`src/rtl/inst_fetch_buffer.sv`:
```
// Instruction fetch front-end: owns the fetch PC, issues one word read at a time
// to a variable-latency memory and queues returned words with their PCs for decode.
module inst_fetch_buffer #(
    parameter int          DEPTH    = 4,
    parameter logic [31:0] RESET_PC = 32'h0000_0000
) (
    input  logic                     clock,
    input  logic                     reset,
    output logic                     mem_req,
    output logic [31:0]              mem_addr,
    input  logic                     mem_ack,
    input  logic [31:0]              mem_rdata,
    output logic                     inst_valid,
    input  logic                     inst_ready,
    output logic [31:0]              inst_data,
    output logic [31:0]              inst_pc,
    input  logic                     redirect,
    input  logic [31:0]              redirect_pc,
    output logic [$clog2(DEPTH):0]   level
);

    localparam int             PW   = $clog2(DEPTH);
    localparam int             LW   = PW + 1;
    localparam logic [LW-1:0]  FULL = LW'(DEPTH);

    typedef enum logic [1:0] {IDLE, REQ, DROP} state_t;

    state_t        state;
    logic [31:0]   fetch_pc;
    logic [31:0]   drop_addr;
    logic [31:0]   pc_mem   [DEPTH];
    logic [31:0]   data_mem [DEPTH];
    logic [PW-1:0] wr_ptr;
    logic [PW-1:0] rd_ptr;
    logic          push;
    logic          pop;
    logic [LW-1:0] level_nxt;
    logic [31:0]   redirect_word;

    assign redirect_word = redirect_pc & 32'hFFFF_FFFC;

    // A redirect kills both the returning word and any decode-side consumption.
    assign push = (state == REQ) && mem_ack && !redirect;
    assign pop  = inst_valid && inst_ready && !redirect;

    always_comb begin
        level_nxt = level;
        if (redirect)
            level_nxt = '0;
        else if (push && !pop)
            level_nxt = level + LW'(1);
        else if (pop && !push)
            level_nxt = level - LW'(1);
    end

    always_ff @(posedge clock or posedge reset) begin
        if (reset) begin
            state    <= IDLE;
            fetch_pc <= RESET_PC;
        end else begin
            case (state)
                IDLE: begin
                    if (redirect) begin
                        fetch_pc <= redirect_word;
                        state    <= REQ;
                    end else if (level < FULL) begin
                        state <= REQ;
                    end
                end
                REQ: begin
                    if (redirect) begin
                        fetch_pc <= redirect_word;
                        state    <= mem_ack ? REQ : DROP;
                    end else if (mem_ack) begin
                        fetch_pc <= fetch_pc + 32'd4;
                        state    <= (level_nxt < FULL) ? REQ : IDLE;
                    end
                end
                DROP: begin
                    // The stale read must still be retired before a new one is issued.
                    if (redirect)
                        fetch_pc <= redirect_word;
                    if (mem_ack)
                        state <= REQ;
                end
                default: state <= IDLE;
            endcase
        end
    end

    // Address of the read being abandoned; only meaningful while in DROP.
    always_ff @(posedge clock) begin
        if (state == REQ && redirect && !mem_ack)
            drop_addr <= fetch_pc;
    end

    always_ff @(posedge clock or posedge reset) begin
        if (reset) begin
            wr_ptr <= '0;
            rd_ptr <= '0;
            level  <= '0;
        end else if (redirect) begin
            wr_ptr <= '0;
            rd_ptr <= '0;
            level  <= '0;
        end else begin
            if (push)
                wr_ptr <= wr_ptr + PW'(1);
            if (pop)
                rd_ptr <= rd_ptr + PW'(1);
            level <= level_nxt;
        end
    end

    always_ff @(posedge clock) begin
        if (push) begin
            pc_mem[wr_ptr]   <= fetch_pc;
            data_mem[wr_ptr] <= mem_rdata;
        end
    end

    assign mem_req    = (state == REQ) || (state == DROP);
    assign mem_addr   = (state == DROP) ? drop_addr : fetch_pc;
    assign inst_valid = (level != '0);
    assign inst_data  = inst_valid ? data_mem[rd_ptr] : 32'd0;
    assign inst_pc    = inst_valid ? pc_mem[rd_ptr]   : 32'd0;

endmodule

```
`config.mk`:
```
export PLATFORM = sky130hd
export DESIGN_NAME = inst_fetch_buffer
export DESIGN_NICKNAME = d
export VERILOG_FILES = /design/src/rtl/inst_fetch_buffer.sv
export SDC_FILE = /design/constraint.sdc
export NUM_CORES = 1
export LEC_CHECK = 0
export ABC_AREA = 1
export CAP_MARGIN = 20
export CORE_ASPECT_RATIO = 0.75
export CORE_MARGIN = 4
export CORE_UTILIZATION = 50
export DETAILED_ROUTE_END_ITERATION = 16
export PLACE_DENSITY = 0.73
export SETUP_SLACK_MARGIN = 0.05
export SYNTH_ARGS = -nofsm -noshare
export SYNTH_HDL_FRONTEND = slang
export SYNTH_SLANG_ARGS = --single-unit
```
`constraint.sdc`:
```
create_clock -name clock -period 13.4 [get_ports clock]
set_clock_uncertainty 0.2 [all_clocks]
set_input_delay 1.34 -clock clock [delete_from_list [all_inputs] [get_ports clock]]
set_output_delay 1.34 -clock clock [all_outputs]
set_load 0.02 [all_outputs]
```
After elaboration in Yosys (flattened, before gate mapping)
Memory sizes are Yosys's and may differ from the RTL's. Cells that the tools add are included.

Register bits after elaboration: 73. Latch bits: 0. Bits in writable memories: 256. Memory bits (read-only): 0. Input bits: 69. Output and inout bits: 101. Logic and storage cells: 67. Memories kept: 2.

$add $sub $neg: 5. Multipliers: 0. Div/mod/pow operators: 0. Magnitude comparators: 2. Equal/unequal tests: 6. Shifts and indexed selects: 0. Multiplexer cells: 25. Bitwise logic cells: 0. Reduce and logical (&&, ||, !) cells: 21.

Memory list: data_mem (words 4, bits a word 32, read ports 1, clocked after memory_dff 0, wr ports 1, RTL line 32) `logic [31:0] data_mem [DEPTH];`; pc_mem (words 4, bits a word 32, read ports 1, clocked after memory_dff 0, wr ports 1, RTL line 31) `logic [31:0] pc_mem [DEPTH];`.

Operators with widths (count): $mux 32 (6); $pmux 32 s2 (1); $add 32x3->32 const B (1); $mux 2 (10); $mux 3 (4); $logic_and 1x1->1 (8); $lt 3x3->1 const B (2); $ne 3x3->1 const B (2); $pmux 2 s3 (1); $reduce_and 3->1 (2); $reduce_bool 2->1 (3); $add 2x1->2 const B (2); $logic_not 1->1 (4); $add 3x1->3 const B (1); $mux 1 (3); $reduce_bool 3->1 (1); $sub 3x1->3 const B (1); $eq 2x1->1 const B (1); $eq 2x2->1 const B (1); $logic_not 2->1 (1); $ne 2x1->1 const B (1); $ne 2x2->1 const B (1); $reduce_or 2->1 (1); $logic_or 1x1->1 (1).

Depth between registers and ports, before layout
Gate-level depths: netlist of run 1.

Depth in word-level cells: 13. Depth in mapped cells: 13. Mapped depth without buffers: 13.

Least setup slack after synthesis of run 1
Ideal clock, no wire load.

Kind: input to register. Start: input port mem_ack. End: memory data_mem[0][0] (enable). Setup time: 482 ps. Arrival time: 4307 ps. Required time: 12718 ps. Slack: 8411 ps. Stages: 4. Path buffers: 0. Cell sequence: nand2_1 nor2_1 inv_1 nor2_1.

Cells in the longest elaborated chain, start to end: 4.

RTL lines: start: declaration (RTL line 11) `input logic mem_ack,`; $logic_and 1x1->1 (2 in a row) (RTL line 43) `assign push = (state == REQ) && mem_ack && !redirect;`; $mux 1 (RTL line 116) `if (push) begin`; $mux 1 (not written as such) (RTL line 118) `data_mem[wr_ptr] <= mem_rdata;`; end: declaration (RTL line 32).

Every way passes these cells.

Final worst setup path of run 1
Start: register rd_ptr[1]. End: output port inst_pc[18].

Cells in the longest elaborated chain, start to end: 2.

RTL lines: start: declaration (RTL line 34) `logic [PW-1:0] rd_ptr;`; start signal: assignment (RTL line 110) `rd_ptr <= rd_ptr + PW'(1);`; $mem_v2 4x32; $mux 32 (RTL line 126) `assign inst_pc = inst_valid ? pc_mem[rd_ptr] : 32'd0;`; end: declaration (RTL line 16) `output logic [31:0] inst_pc,`.

Every way passes these cells.

==> metrics.md, run 1 <==
| Metric | Value |
|---|---|
| Mapped Avg Cell Area | 10.8 um2 |
| Placed insts | 1,733 |
| Tot Pwr | 3.56 mW |
| Nets | 1,498 |
| Number of post-CTS setup repair buffers | 0 |
| Clk_lat worst skew | 0.56 ns |
| Num CTS Buffers | 31 |
| Slack of the worst reg-to-reg path | 10.47 ns |
| Cell area after layout | 16,700 um2 |
| Startpoint types | flip-flop |
| Max_cap viols | 0 |
| Netlist cell types | 42 |
| Worst slew pin tran | 1.04 ns |
| DIE WIDTH | 200 um |
| # resized after CTS | 0 |
| CP max stage delay | 0.65 ns |
| Htree depth | 1 |
| Vias/cell | 5.41 |
| Finished Layout Cells | 1,792 |
| Reg2reg path depth | 6 |
| Drc violations | 0 |
| WHS | 0.362 ns |
| Post-layout worst setup margin | 8.22 ns |
| Mapped Cells | 1,273 |
| Clk pin slew, worst setup/hold paths | 0.06 ns |
| Flop pwr share | 40.0% |
| Buf/Inv on CP | 4 |
| Port Buffer Count | 163 |
| Post-DP HPWL | 18,700 um |
| Rel. slew slack | 30.8% |
| Fraction of layout cells with a size suffix above 1 | 7.01% |
| Final Hold Viols | 0 |
| Initial Util | 50.9% |
| Pre-Repair DR Iteration Count | 5 |
| CTS root buffer | clkbuf_16 |
| Slowest cell on crit path | clkdlybuf4s50_1 |
| Switch share | 36.8% |
| CTS sink count | 317 |
| Outcome | finished clean |
| First-pass GRT wire length | 50,500 um |
| Initial antenna violation count | 0 |
| Max-slew violations | 0 |
| WL/cell | 18.3 um |
| Fmax | 0.193 GHz |
| Area Overhead vs Synth | 21.4% |
| Seq cells post-synth | 317 |
| # IOs | 170 |
| Gp weighted congestion | 0.861 |
| Setup Viol. Count Final | 0 |
| Final Util | 61.8% |
| Register area share after synthesis | 67.7% |
| Wirelength, routed | 32,900 um |
| Worst Path Max Fanout | 63 |
| Most common cell after layout, fill and taps aside | nor2_1 |
| Tcrit/Tclk final | 38.7% |
| Sw power | 1.31 mW |
| Share of total power in the clock network | 24.6% |
| Critical path type | reg2out |
| Cell internal pwr | 2.25 mW |
| Area contributors post-synth | edfxtp_1, nor2_1, dfrtp_1 |
| Core footprint | 27,100 um2 |
| Worst Path Arrival | 3.64 ns |
| Most frequent cells in the layout | nor2_1, edfxtp_1, o21ai_0 |
| Share of the synthesized area in the top cell type | 60.6% |
| Worst Setup End Kind | primary output |
| Synth warnings | 0 |
| Grt ovf | 0 |
| Fin Setup TNS | 0 ns |
| Area post-placement | 15,600 um2 |
| Most used cell, CP | buf_4 |
| Delay-heaviest family, CP | buffers and inverters |
| Chip height | 152 um |
| WP depth | 7 |
| CTS max path bufs | 3 |
| Num rows | 52 |
| Hold Path Stages | 1 |
| Setup slack at placement | 8.72 ns |
| Largest net degree at the start of global routing | 126 |
| Synth area leader | edfxtp_1 |
| DR iter-0 viols | 667 |
| Final ANT Viol Nets | 0 |
| Vias in the first global route | 9,283 |
| CP required | 11.86 ns |
| Synthesized cell area | 13,800 um2 |
| Die area | 30,300 um2 |
| Cell Chain, Critical Path | buf_4 -> inv_2 -> buf_4 -> nor2_1 -> o21ai_0 -> a21oi_1 -> clkdlybuf4s50_1 |
| Minimum clock period | 5.18 ns |
| Pwr dens | 213 nW/um2 |
| Antenna cells | 0 |
| Via count | 9,688 |
| Comb pwr share | 35.4% |
| Unrepaired setup endpoints after global routing | no |
| GRT Resource Usage Total | 21.1% |
| Hold Buf Count CTS | 0 |
| VDD IR max | 0.136 mV |
| Hold Crit Class | reg2reg |
| Lkg Pwr | 5.92 nW |
| CTS tree | built |
Yosys cell counts (all sizes together):
| cell | count |
|---|---|
| a21boi | 1 |
| or2 | 1 |
| dfrtp | 39 |
| o2bb2ai | 1 |
| nor3 | 9 |
| a22oi | 7 |
| a22o | 1 |
| buf | 31 |
| o211ai | 2 |
| inv | 71 |
| o22ai | 7 |
| nor2 | 324 |
| nand3 | 34 |
| ha | 12 |
| edfxtp | 278 |
| mux2 | 1 |
| clkbuf | 38 |
| conb | 1 |
| o21ai | 194 |
| o221ai | 1 |
| xor2 | 5 |
| nand4 | 4 |
| nand2 | 136 |
| a21oi | 75 |
worst reg2reg max path, delay by kind of cell, from the launching register on:
family / cells / cell delay, ns
buf+inv: 2 / 1.05
flops: 1 / 0.49
fa+ha+maj: 1 / 0.29
simple gates: 3 / 0.49
layer usage:
layer | vias to the layer above | track usage, % | wire [um]
li1 | 4663 | - | -
met1 | 4609 | 31.5 | 15100
met2 | 358 | 33.1 | 14700
met3 | 58 | 3.25 | 2350
met4 | 0 | 5.09 | 700
met5 | - | 0 | 0
path summary, 6_finish.rpt:
kind | startpoint | to
hold / removal | wr_ptr[0]$_DFFE_PP0P_ | wr_ptr[0]$_DFFE_PP0P_
setup / recovery | rd_ptr[1]$_DFFE_PP0P_ | inst_pc[18]
hold reg to reg | wr_ptr[0]$_DFFE_PP0P_ | wr_ptr[0]$_DFFE_PP0P_
min in group asynchronous | reset | fetch_pc[28]$_DFFE_PP0P_
max in group asynchronous | reset | rd_ptr[0]$_DFFE_PP0P_
setup reg to reg | state[0]$_DFFE_PP0P_ | data_mem[2][25]$_DFFE_PP_
cell type report:
| cell class | count | area [um2] |
|---|---|---|
| fillers | 2133 | 10300 |
| flip-flops and latches | 317 | 9330 |
| multi-input cells | 819 | 3880 |
| repair buffers | 177 | 1770 |
| clock buffers | 39 | 806 |
| well taps | 351 | 439 |
| inverters | 71 | 269 |
| clock inverters | 18 | 224 |
kinds of logic (layout without fill, tap and decap cells):
| kind of cell | Yosys count | after routing | synth area share [%] |
|---|---|---|---|
| compound gates | 289 | 289 | 11.4 |
| xor+xnor | 5 | 5 | 0.318 |
| fa+ha+maj | 12 | 12 | 1.09 |
| buf+inv | 140 | 305 | 4.48 |
| flops | 317 | 317 | 67.7 |
| mux | 1 | 1 | 0.0818 |
| other cells | 1 | 4 | 0.0272 |
| simple gates | 508 | 508 | 14.9 |
power groups by stage:
| stage | clock network, mW | logic, mW | registers (mW) |
|---|---|---|---|
| final | 0.877 | 1.26 | 1.42 |
| after detailed placement | 0 | 1.25 | 1.44 |
| after global placement | 0 | 1.24 | 1.43 |
| after floorplan | 0 | 0.783 | 1.37 |
| after global routing | 0.941 | 1.37 | 1.44 |
| after CTS | 0.891 | 1.26 | 1.42 |
flip-flops by register name, indices dropped and copies added, names as in the netlist:
signal     count
data_mem     128
drop_addr     30
fetch_pc      30
level          3
pc_mem       120
rd_ptr         2
state          2
wr_ptr         2
Power figures use the tool's default switching activity.
==> run 2, diff against run 1 <==
==> constraint.sdc (replaced) <==
create_clock -name clock -period 5.4 [get_ports clock]
set_clock_uncertainty 0.2 [all_clocks]
set_input_delay 0.54 -clock clock [delete_from_list [all_inputs] [get_ports clock]]
set_output_delay 0.54 -clock clock [all_outputs]
set_load 0.02 [all_outputs]
==> run 2 against run 1 <==
- first-iteration DRC count grew 37%
- largest cell class unchanged
- largest power group unchanged
- die area unchanged
- highest routed layer unchanged
- sequential share of layout area hardly changed
- clock power grew 140%
- worst setup slack got worse by 7.0 ns
- worst hold slack worse by 0.14 ns
==> metrics.md, run 2 (synthesis gave the netlist of run 1 again) <==
| Metric | Value |
|---|---|
| Outcome | finished clean |
| CTS root buffer | clkbuf_16 |
| Hold Buf Count CTS | 0 (unchanged) |
| Register with the most flip-flops | data_mem |
| Critical path type | reg2out |
| Most used cell, CP | nor2_1 |
| Drc violations | 0 (unchanged) |
| Minimum clock period | 4.15 ns |
| Worst Setup End Kind | primary output |
| Worst Path Arrival | 3.41 ns (-0.23 ns) |
| CP required | 4.66 ns (-7.20 ns) |
| Fraction of layout cells with a size suffix above 1 | 6.88% (-0.12 points) |
| Initial Util | 50.9% (unchanged) |
| Clk pin slew, worst setup/hold paths | 0.06 ns (about the same) |
| CTS max path bufs | 3 (unchanged) |
| Clk_lat worst skew | 0.55 ns (about the same) |
| Worst Path Max Fanout | 90 (+43%) |
| CTS tree | built |
| WP depth | 6 (-1) |
| WL/cell | 18.3 um (-0.27%) |
| Worst slew pin tran | 0.968 ns (-0.0710 ns) |
| Delay-heaviest family, CP | buffers and inverters |
| Sequential cell area | 9330 um2 (unchanged) |
| Via count | 9,712 (+0.25%) |
| Slack of the worst reg-to-reg path | 2.47 ns (-8.00 ns) |
| Grt ovf | 0 (unchanged) |
| Lkg Pwr | 5.91 nW (-0.15%) |
| Reg2reg path depth | 9 (+3) |
| Initial antenna violation count | 0 (unchanged) |
| Chip height | 152 um (unchanged) |
| # IOs | 170 (unchanged) |
| Top flop regs | data_mem: 128 flops, pc_mem: 120 flops |
| Area Overhead vs Synth | 21.4% (about the same) |
| DR iter-0 viols | 912 (+37%) |
| Num CTS Buffers | 30 (-3.2%) |
| Post-DP HPWL | 19,200 um (+2.3%) |
| Rel. slew slack | 35.5% (+4.7 points) |
| CP max stage delay | 0.79 ns (+0.14 ns) |
| Crit path from | rd_ptr[0]$_DFFE_PP0P_ |
| # resized after CTS | 0 (unchanged) |
| Port Buffer Count | 163 (unchanged) |
| Buf/Inv on CP | 2 (-2) |
| Fmax | 0.241 GHz |
| Core footprint | 27,100 um2 (unchanged) |
| Unrepaired setup endpoints after global routing | no |
| Max-slew violations | 0 (unchanged) |
| Max_cap viols | 0 (unchanged) |
| Hold Crit Class | in2async |
| Multi-input combinational cell area | 3880 um2 (unchanged) |
| # fillers | 2,143 (+0.47%) |
| Fin Setup TNS | 0 ns (unchanged) |
| First-pass GRT wire length | 50,700 um (+0.49%) |
| Largest net degree at the start of global routing | 91 (-28%) |
| Max reg flops | 128 (unchanged) |
| Crit path to | inst_data[14] |
| Worst r2r src | state[0]$_DFFE_PP0P_ |
| Setup Viol. Count Final | 0 (unchanged) |
| Pre-Repair DR Iteration Count | 7 (+2) |
| Number of post-CTS setup repair buffers | 0 (unchanged) |
| Tot Pwr | 8.82 mW (+150%) |
| Startpoint types | flip-flop |
| Antenna cells | 0 (unchanged) |
| VDD IR max | 0.298 mV (+120%) |
| Die area | 30,300 um2 (unchanged) |
| DIE WIDTH | 200 um (unchanged) |
| Num rows | 52 (unchanged) |
| Final Hold Viols | 0 (unchanged) |
| Tcrit/Tclk final | 76.9% |
| Gp weighted congestion | 0.874 (+1.5%) |
| Nets | 1,498 (unchanged) |
| GRT Resource Usage Total | 21.3% (+0.24 points) |
| Cell Chain, Critical Path | buf_4 -> nor2_1 -> nor2_1 -> o21ai_0 -> a21oi_1 -> clkdlybuf4s50_1 |
| Slowest cell on crit path | buf_4 |
| Most frequent cells in the layout | nor2_1, edfxtp_1, o21ai_0 |
| Htree depth | 1 (unchanged) |
| Pwr dens | 528 nW/um2 (+150%) |
| Post-layout worst setup margin | 1.25 ns (-6.97 ns) |
| Final ANT Viol Nets | 0 (unchanged) |
| Most common cell after layout, fill and taps aside | nor2_1 |
| Wirelength, routed | 32,700 um (-0.43%) |
| Vias/cell | 5.43 (+0.42%) |
| Vias in the first global route | 9,206 (-0.83%) |
| Setup slack at placement | 1.86 ns (-6.86 ns) |
| CTS sink count | 317 (unchanged) |
| Worst r2r dst | fetch_pc[25]$_DFFE_PP0P_ |
run 2: routing by layer:
metal | global-route usage, % | routed length (um) | vias up
met5 | 0 | 0 | -
li1 | - | - | 4657
met4 | 4.18 | 543 | 0
met2 | 33.9 | 14800 | 358
met1 | 31.6 | 14800 | 4656
met3 | 3.65 | 2570 | 41
run 2: power by group:
| group | switching [mW] | total [mW] | internal, mW |
|---|---|---|---|
| clock network | 0.853 | 2.14 | 1.28 |
| logic | 1.96 | 3.15 | 1.19 |
| registers | 0.411 | 3.54 | 3.13 |
run 2: cell type report:
type                    count  share of cell area, %
flip-flops and latches    317                   55.8
well taps                 351                   2.63
inverters                  71                   1.61
repair buffers            178                   10.8
clock inverters            12                   1.09
multi-input cells         819                   23.2
clock buffers              41                   4.86
run 2: stage by stage:
stage               util [%]  hold WS [ns]  cells  cell area [um2]
floorplan                  -         0.312   1276            13800
global placement        57.9         0.342   1733            15700
detailed placement      58.0         0.357   1734            15700
CTS                     61.6         0.236   1787            16700
global route            61.8         0.266   1789            16700
finish                  61.8         0.226   1789            16700
run 2: worst min-delay path by stage:
stage / from / end / slack (ns) / depth (start not counted)
after floorplan: fetch_pc[31]$_DFFE_PP0P_ / drop_addr[31]$_DFFE_PP_ / 0.31 / 0
after detailed placement: wr_ptr[0]$_DFFE_PP0P_ / wr_ptr[0]$_DFFE_PP0P_ / 0.36 / 1
after global placement: wr_ptr[0]$_DFFE_PP0P_ / wr_ptr[0]$_DFFE_PP0P_ / 0.34 / 1
after global routing: reset / state[0]$_DFFE_PP0P_ / 0.27 / 3
after CTS: reset / state[0]$_DFFE_PP0P_ / 0.24 / 3
final: reset / state[0]$_DFFE_PP0P_ / 0.23 / 3
run 2: worst register-to-register path: cells and delay by family (launching register included):
| family | cells | cell delay (ns) |
|---|---|---|
| AND/OR/NAND/NOR | 5 | 0.94 |
| buffers and inverters | 2 | 0.86 |
| flip-flops | 1 | 0.47 |
| adder cells (fa/ha/maj) | 1 | 0.30 |
| AO/OA/AOI/OAI | 1 | 0.08 |
==> run 3, diff against run 2 <==
==> constraint.sdc (replaced) <==
create_clock -name clock -period 4.2 [get_ports clock]
set_clock_uncertainty 0.2 [all_clocks]
set_input_delay 0.42 -clock clock [delete_from_list [all_inputs] [get_ports clock]]
set_output_delay 0.42 -clock clock [all_outputs]
set_load 0.02 [all_outputs]
==> run 3 against run 2 <==
- die area unchanged
- global-route usage increased by 0.10 points
- worst setup slack got worse by 0.43 ns
- clock power increased by 34%
- final cell count increased by 0.28%
- critical path depth decreased by 1
- sequential share of layout area decreased by 0.32 points
- clock-buffer cell count decreased by 6
- critical path type unchanged
- critical endpoint is now inst_pc[15]
- largest cell class unchanged
==> metrics.md, run 3 (synthesis gave the netlist of run 1 again) <==
| Metric | Value |
|---|---|
| Port Buffer Count | 163 (unchanged) |
| Top flop regs | data_mem: 128 flops, pc_mem: 120 flops |
| Core footprint | 27,100 um2 (unchanged) |
| Antenna cells | 0 (unchanged) |
| Num CTS Buffers | 30 (unchanged) |
| Nets | 1,501 (+0.20%) |
| Setup Viol. Count Final | 0 (unchanged) |
| Initial Util | 50.9% (unchanged) |
| CTS root buffer | clkbuf_16 |
| Max_cap viols | 0 (unchanged) |
| Unrepaired setup endpoints after global routing | no |
| Lkg Pwr | 5.97 nW (+1.0%) |
| GRT Resource Usage Total | 21.5% (+0.10 points) |
| DR iter-0 viols | 880 (-3.5%) |
| Clk_lat worst skew | 0.55 ns (about the same) |
| Wirelength, routed | 33,100 um (+1.2%) |
| Die area | 30,300 um2 (unchanged) |
| Initial antenna violation count | 1 (+1) |
| Pre-Repair DR Iteration Count | 5 (-2) |
| VDD IR max | 0.428 mV (+44%) |
| Reg2reg path depth | 6 (-3) |
| Final Hold Viols | 0 (unchanged) |
| Hold Buf Count CTS | 0 (unchanged) |
| # resized after CTS | 0 (unchanged) |
| Tot Pwr | 11.5 mW (+30%) |
| Num rows | 52 (unchanged) |
| Hold Crit Class | in2async |
| Final Util | 62.1% (+0.35 points) |
| Via count | 9,818 (+1.1%) |
| Post-DP HPWL | 19,900 um (+4.0%) |
| CTS max path bufs | 3 (unchanged) |
| Startpoint types | flip-flop |
| Worst Path Max Fanout | 65 (-28%) |
| Pwr dens | 682 nW/um2 (+29%) |
| CTS tree | built |
| Vias in the first global route | 9,342 (+1.5%) |
| Register with the most flip-flops | data_mem |
| Critical path type | reg2out |
| Tcrit/Tclk final | 80.6% |
| WL/cell | 18.5 um (+0.96%) |
| Largest net degree at the start of global routing | 126 (+38%) |
| Slack of the worst reg-to-reg path | 1.55 ns (-0.92 ns) |
| DIE WIDTH | 200 um (unchanged) |
| Most common cell after layout, fill and taps aside | nor2_1 |
| CP required | 3.58 ns (-1.08 ns) |
| Fin Setup TNS | 0 ns (unchanged) |
| Slowest cell on crit path | clkdlybuf4s50_1 |
| Gp weighted congestion | 0.885 (+1.2%) |
| Minimum clock period | 3.39 ns |
| Fraction of layout cells with a size suffix above 1 | 7.90% (+1.0 points) |
| Rel. slew slack | 37.0% (+1.5 points) |
| Max reg flops | 128 (unchanged) |
| Worst Setup End Kind | primary output |
| Drc violations | 0 (unchanged) |
| WHS | 0.185 ns (-0.0411 ns) |
| Area Overhead vs Synth | 22.1% |
| Vias/cell | 5.47 (+0.81%) |
| Placed insts | 1,739 (+0.29%) |
| Most frequent cells in the layout | nor2_1, edfxtp_1, o21ai_0 |
| Worst r2r dst | pc_mem[1][14]$_DFFE_PP_ |
| Worst Path Arrival | 2.77 ns (-0.64 ns) |
| Number of post-CTS setup repair buffers | 0 (unchanged) |
| Worst r2r src | state[0]$_DFFE_PP0P_ |
| # fillers | 2,094 (-2.3%) |
| Grt ovf | 0 (unchanged) |
| # IOs | 170 (unchanged) |
| First-pass GRT wire length | 51,300 um (+1.1%) |
| Htree depth | 1 (unchanged) |
| Cell Chain, Critical Path | inv_2 -> buf_4 -> o21ai_0 -> a21oi_1 -> clkdlybuf4s50_1 |
| Clk pin slew, worst setup/hold paths | 0.06 ns (about the same) |
| Fmax | 0.295 GHz |
| CP max stage delay | 0.66 ns (-0.13 ns) |
| CTS sink count | 317 (unchanged) |
| Max-slew violations | 0 (unchanged) |
| Finished Layout Cells | 1,794 (+0.28%) |
| Chip height | 152 um (unchanged) |
| Worst slew pin tran | 0.944 ns (-0.0238 ns) |
| Final ANT Viol Nets | 0 (unchanged) |
| Outcome | finished clean |
run 3: worst max path at each step:
stage	startpoint	to	slack [ns]	depth (start not counted)
floorplan	state[0]$_DFFE_PP0P_	data_mem[0][0]$_DFFE_PP_	-0.16	5
CTS	rd_ptr[0]$_DFFE_PP0P_	inst_pc[15]	0.74	5
finish	rd_ptr[0]$_DFFE_PP0P_	inst_pc[15]	0.81	5
global placement	redirect	data_mem[1][29]$_DFFE_PP_	1.34	5
global route	rd_ptr[0]$_DFFE_PP0P_	inst_pc[15]	0.63	5
detailed placement	redirect	data_mem[1][28]$_DFFE_PP_	1.30	5
run 3: area by class of cell:
type	count	area (um2)	share of cell area (%)
timing repair buffer	181	1830	10.9
multi-input combinational	819	3880	23.1
inverter	71	269	1.60
tap	351	439	2.61
clock inverter	20	268	1.59
sequential	317	9330	55.5
clock buffer	35	800	4.75
run 3: metal layers:
layer | vias up | track usage [%] | part of all wire [%]
met5 | - | 0 | 0.039
met4 | 2 | 4.28 | 1.7
met3 | 53 | 3.36 | 7.7
met2 | 396 | 33.3 | 45
met1 | 4689 | 32.6 | 46
li1 | 4678 | - | -
run 3: critical path, delay by kind of cell (launching register included):
| family | cells | cell delay [ns] |
|---|---|---|
| AOI/OAI and AO/OA | 2 | 0.49 |
| buffers and inverters | 3 | 1.20 |
| DFF | 1 | 0.50 |
run 3: report_power, final:
part | internal, mW | switching (mW) | leakage [nW]
registers | 4.02 | 0.504 | 2.98
logic | 1.51 | 2.56 | 2.46
clock network | 1.73 | 1.14 | 0.526
total | 7.26 | 4.21 | 5.97
run 3: metrics by stage:
step	area, um2	setup slack [ns]
finish	16800	0.815
global route	16800	0.628
CTS	16800	0.744
detailed placement	15700	1.30
global placement	15700	1.34
floorplan	13800	-0.156
